$ cat src/rtl/logic_result_stage.sv
// Result stage behind the logic unit: a small FIFO of results that also
// precomputes zero/negative/parity flags at push time, so the head flags
// come straight out of storage. Also counts completed (popped) entries.
module logic_result_stage #(
  parameter int DEPTH = 2,
  parameter int CNT_W = 16
) (
  input  logic                       clk,
  input  logic                       rst_n,
  input  logic                       in_valid,
  output logic                       in_ready,
  input  logic [31:0]                in_result,
  input  logic [2:0]                 in_sel,
  output logic                       out_valid,
  input  logic                       out_ready,
  output logic [31:0]                out_result,
  output logic [2:0]                 out_sel,
  output logic                       out_zero,
  output logic                       out_neg,
  output logic                       out_parity,
  output logic [$clog2(DEPTH):0]     level,
  output logic [CNT_W-1:0]           done_cnt
);

  localparam int PTR_W = $clog2(DEPTH);
  localparam int LVL_W = PTR_W + 1;

  // Pointer and occupancy state; DEPTH is a power of two, so the pointers
  // wrap from DEPTH-1 to 0 by plain binary overflow.
  logic [PTR_W-1:0] wr_ptr_reg, wr_ptr_next;
  logic [PTR_W-1:0] rd_ptr_reg, rd_ptr_next;
  logic [LVL_W-1:0] level_reg, level_next;
  logic [CNT_W-1:0] done_cnt_reg, done_cnt_next;

  // Entry storage. Flags are packed as {zero, neg, parity}. Contents are
  // never reset: the head outputs are forced to 0 whenever the buffer is
  // empty, so stale data can never be observed.
  logic [31:0] result_mem [DEPTH];
  logic [2:0]  sel_mem    [DEPTH];
  logic [2:0]  flag_mem   [DEPTH];

  logic push;
  logic pop;
  logic in_zero;
  logic in_neg;
  logic in_parity;

  // Handshakes depend only on registered occupancy, so there is no
  // combinational path from out_ready to in_ready. A full buffer refuses
  // a push even when a pop happens in the same cycle.
  assign in_ready  = (level_reg < LVL_W'(DEPTH));
  assign out_valid = (level_reg != '0);
  assign push      = in_valid && in_ready;
  assign pop       = out_valid && out_ready;

  // Flags derived from the incoming result, captured alongside it.
  assign in_zero   = (in_result == 32'h0);
  assign in_neg    = in_result[31];
  assign in_parity = ^in_result;

  // Next-state computation for pointers, occupancy and completion count.
  always_comb begin
    wr_ptr_next   = wr_ptr_reg;
    rd_ptr_next   = rd_ptr_reg;
    level_next    = level_reg;
    done_cnt_next = done_cnt_reg;
    if (push) begin
      wr_ptr_next = wr_ptr_reg + PTR_W'(1);
    end
    if (pop) begin
      rd_ptr_next   = rd_ptr_reg + PTR_W'(1);
      done_cnt_next = done_cnt_reg + CNT_W'(1);
    end
    case ({push, pop})
      2'b10:   level_next = level_reg + LVL_W'(1);
      2'b01:   level_next = level_reg - LVL_W'(1);
      default: level_next = level_reg;
    endcase
  end

  // Control state register; reset discards all buffered entries at once.
  always_ff @(posedge clk or negedge rst_n) begin
    if (!rst_n) begin
      wr_ptr_reg   <= '0;
      rd_ptr_reg   <= '0;
      level_reg    <= '0;
      done_cnt_reg <= '0;
    end else begin
      wr_ptr_reg   <= wr_ptr_next;
      rd_ptr_reg   <= rd_ptr_next;
      level_reg    <= level_next;
      done_cnt_reg <= done_cnt_next;
    end
  end

  // Entry write on an accepted push; in_result/in_sel are ignored otherwise.
  always_ff @(posedge clk) begin
    if (push) begin
      result_mem[wr_ptr_reg] <= in_result;
      sel_mem[wr_ptr_reg]    <= in_sel;
      flag_mem[wr_ptr_reg]   <= {in_zero, in_neg, in_parity};
    end
  end

  // Head outputs: register reads at the read pointer, zeroed when empty.
  always_comb begin
    out_result = 32'h0;
    out_sel    = 3'b000;
    out_zero   = 1'b0;
    out_neg    = 1'b0;
    out_parity = 1'b0;
    if (out_valid) begin
      out_result = result_mem[rd_ptr_reg];
      out_sel    = sel_mem[rd_ptr_reg];
      {out_zero, out_neg, out_parity} = flag_mem[rd_ptr_reg];
    end
  end

  assign level    = level_reg;
  assign done_cnt = done_cnt_reg;

endmodule

$ cat config.mk
export PLATFORM = sky130hd
export DESIGN_NAME = logic_result_stage
export DESIGN_NICKNAME = d
export VERILOG_FILES = /design/src/rtl/logic_result_stage.sv
export SDC_FILE = /design/constraint.sdc
export NUM_CORES = 1
export LEC_CHECK = 0
export BUFFER_PORTS_ARGS = -buffer_cell sky130_fd_sc_hd__buf_4
export CAP_MARGIN = 20
export CORE_ASPECT_RATIO = 2
export CORE_MARGIN = 8
export CORE_UTILIZATION = 48
export DETAILED_ROUTE_END_ITERATION = 10
export PLACE_DENSITY = 0.78
export SETUP_SLACK_MARGIN = 0.2
export SKIP_CTS_REPAIR_TIMING = 1
export SYNTH_ARGS = -nofsm -noshare
export SYNTH_HDL_FRONTEND = slang
export SYNTH_SLANG_ARGS = --single-unit
$ cat constraint.sdc
create_clock -name clk -period 2.4 [get_ports clk]
set_input_delay 0.72 -clock clk [delete_from_list [all_inputs] [get_ports clk]]
set_output_delay 0.72 -clock clk [all_outputs]
set_load 0.05 [all_outputs]
==> flow_summary.yaml <==
status:
  status: "finished, final reports clean"
global_route:
  initial_antenna_violation_count: 0
  grtUsageTotal_pct: 15.3
  grt_overflow: 0
  via_count_of_the_first_global_routing_pass: 2810
  grt_max_degree: 39
  grt_first_pass_wirelength_um: 13800
timing:
  fmax_mhz: 445
  skew_ps: 9.29
  finalSetupViolations: 0
  finalMaxSlewViolations: 0
  fin_crit_sh_pct: 93.6
  timing.slew.headroom_pct: 78.0
  grt_setup_unrepaired: "yes"
  finalSetupTns_ps: 0
  transition_at_the_pin_with_the_smallest_max_transition_slack_ps: 327
  finalHoldViolCount: 0
  final_period_minus_worst_setup_slack_ps: 2250
cts:
  clock_insertion_delay_worst_skew_ps: 340
  ctsRootBufferMaster: "sky130_fd_sc_hd__clkbuf_16"
  tritoncts_num_sinks: 94
  path_clk_slew_ps: 70
  numCtsBuffers: 9
  cts_tree: "built"
  ctsHtreeMaxLevel: 3
  cts_max_path_buffers: 2
synth:
  yosysWarningCount: 0
  postSynthRegisterBits: 94
  synthesis.area_per_instance_um2: 13.9
  post_synth_inst_count: 300
  post_synth_instance_area_um2: 4180
  synthesis.nets: 357
  share_of_synthesized_area_occupied_by_flip_flops_and_latches_pct: 65.2
  synth.lib_cells_used.distinct: 24
setup_path:
  rr_startpoint: "level[0]$_DFFE_PN0P_"
  worst-path-max-fanout: 19
  cp_slowest_cell: "sky130_fd_sc_hd__dfrtp_2"
  worstReg2RegEnd: "level[1]$_DFFE_PN0P_"
  setup.worst_path.class: "flop to output port"
  worst-r2r-setup-slack_ps: 610
  cp_data_arrival_time_ps: 1530
  critical_path.startpoint_type: "flop"
  crit_required_ps: 1680
  critical-path-top-delay-family: "flip-flops"
  critPathMaxStageDelay_ps: 440
  ff2ff_path_depth: 9
  path_buf_inv: 2
  cp-end-kind: "output port"
  critical_path.cell_chain: "clkbuf_16 > mux2i_1 > nor2_2 > buf_4"
layout:
  nets: 468
  number_of_cells_in_the_finished_layout_apart_from_fillers: 516
  max_reg_flops: 62
  filler_cell_count: 639
  layout-area-overhead-vs-synth_pct: 35.2
  antenna-diode-count: 0
  drive_gt1_share_pct: 41.1
routing:
  drtIter0Drc: 89
  antenna_violating_nets_left: 0
  drt-pass1-iter-count: 4
  viasPerCell: 5.10
  wl_um: 9860
  drt_drc_violations_left: 0
  wl_per_cell_um: 19.1
  vias: 2632
floorplanning:
  dieHeight_um: 148
  ios: 97
  start_util_pct: 49.0
  placement_rows: 48
  floorplan.die_area_um2: 12100
  die_w_um: 82.0
  floorplan.core_area_um2: 8530
flow_run:
  cap_viol_max_count: 0
pwr:
  leakage_nw: 2.49
  vdd.ir_drop.worst_uv: 670
  pwr_density_cell_nw_per_um2: 1450
placement:
  gp_congestion: 0.784
  io_buffers: 96
  place_inst: 491
  dp_hpwl_um: 6550
hold_path:
  hold_path.class: "input port to async pin"
==> worst max path at each step <==
stage	from	endpoint	slack, ps	cells after the start
finish	rd_ptr_reg$_DFFE_PN0P_	out_result[4]	150	4
global route	rd_ptr_reg$_DFFE_PN0P_	out_result[26]	110	4
CTS	rd_ptr_reg$_DFFE_PN0P_	out_result[31]	80	4
detailed placement	in_result[20]	flag_mem[0][0]$_DFFE_PP_	270	7
global placement	in_result[20]	flag_mem[0][0]$_DFFE_PP_	280	7
floorplan	level[0]$_DFFE_PN0P_	out_parity	170	3
==> area by class of cell <==
class | count | area, um2 | share of cell area [%]
sequential | 94 | 2730 | 48.3
multi-input combinational | 162 | 1390 | 24.5
timing repair buffer | 109 | 956 | 16.9
clock buffer | 9 | 225 | 3.99
inverter | 35 | 131 | 2.33
tap | 100 | 125 | 2.22
clock inverter | 7 | 95.1 | 1.68
==> synth_stat cells, drive strengths merged <==
cell	instances	area [um2]
o2111a	1	11.3
nor2b	1	13.8
mux2i	37	370
xnor2	28	245
edfxtp	74	2220
and2	1	7.51
nand2	8	30.0
nor2	43	161
nand4b	1	8.76
o211ai	1	21.3
nor4	1	6.26
nand3	2	15.0
buf	9	50.0
and3	5	31.3
nand4	5	31.3
ha	18	225
dfrtp	20	500
xor2	7	61.3
and4	2	20.0
mux2	1	11.3
inv	35	131
==> worst reg2reg max path, cell delays in order, from the launching register on <==
cell	delay [ps]
sky130_fd_sc_hd__dfrtp_2	440
sky130_fd_sc_hd__nor2_4	140
sky130_fd_sc_hd__buf_12	140
sky130_fd_sc_hd__buf_12	140
sky130_fd_sc_hd__inv_1	60
sky130_fd_sc_hd__nand2_1	160
sky130_fd_sc_hd__inv_1	70
sky130_fd_sc_hd__ha_1	300
sky130_fd_sc_hd__nor2_1	140
sky130_fd_sc_hd__xnor2_1	130
==> layout by cell type, fill, tap and decap left out, drive strengths merged <==
cell    synthesis  final
and3            5      5
clkbuf          0     12
nor4            1      1
and4            2      2
nand4           5      5
nand4b          1      1
clkinv          0      3
o211ai          1      1
edfxtp         74     74
nor2           43     43
and2            1      1
xor2            7      7
buf             9    106
bufinv          0      2
dfrtp          20     20
nand2           8      8
ha             18     18
xnor2          28     28
inv            35     37
nor2b           1      1
mux2            1      1
o2111a          1      1
nand3           2      2
mux2i          37     37
==> stage by stage <==
stage                     worst slack (ps)  total power [mW]  utilization, %  area, um2  hold WS [ps]
after floorplan                        173              5.16               -       4270           424
after global placement                 276              6.30            60.4       5150           465
after detailed placement               267              6.36            60.4       5150           464
after CTS                             83.5              7.88            64.2       5470           245
after global routing                   106              8.50            66.2       5640           261
final                                  153              8.19            66.2       5640           248
==> cell families (layout without fill, tap and decap cells) <==
group	after synthesis	count (layout)	synth area share [%]
flip-flops	94	94	65.2
AND/OR/NAND/NOR	69	69	7.79
buffers and inverters	44	160	4.35
multiplexers	38	38	9.14
XOR/XNOR	35	35	7.34
adder cells (fa/ha/maj)	18	18	5.39
AO/OA/AOI/OAI	2	2	0.779
==> layer usage <==
layer	GRT usage (%)	vias to the layer above	wire length [um]
met4	8.41	0	312
met1	14.6	1281	3480
met3	3.22	20	482
met5	0	-	0
met2	28.2	79	5590
li1	-	1252	-
==> where the power goes <==
part           switching [mW]  leakage, nW  internal, mW
Clock                   0.613        0.158         0.917
Combinational            2.84         1.40          1.50
Sequential              0.180        0.936          2.14
(Power assumes the default switching activity.)
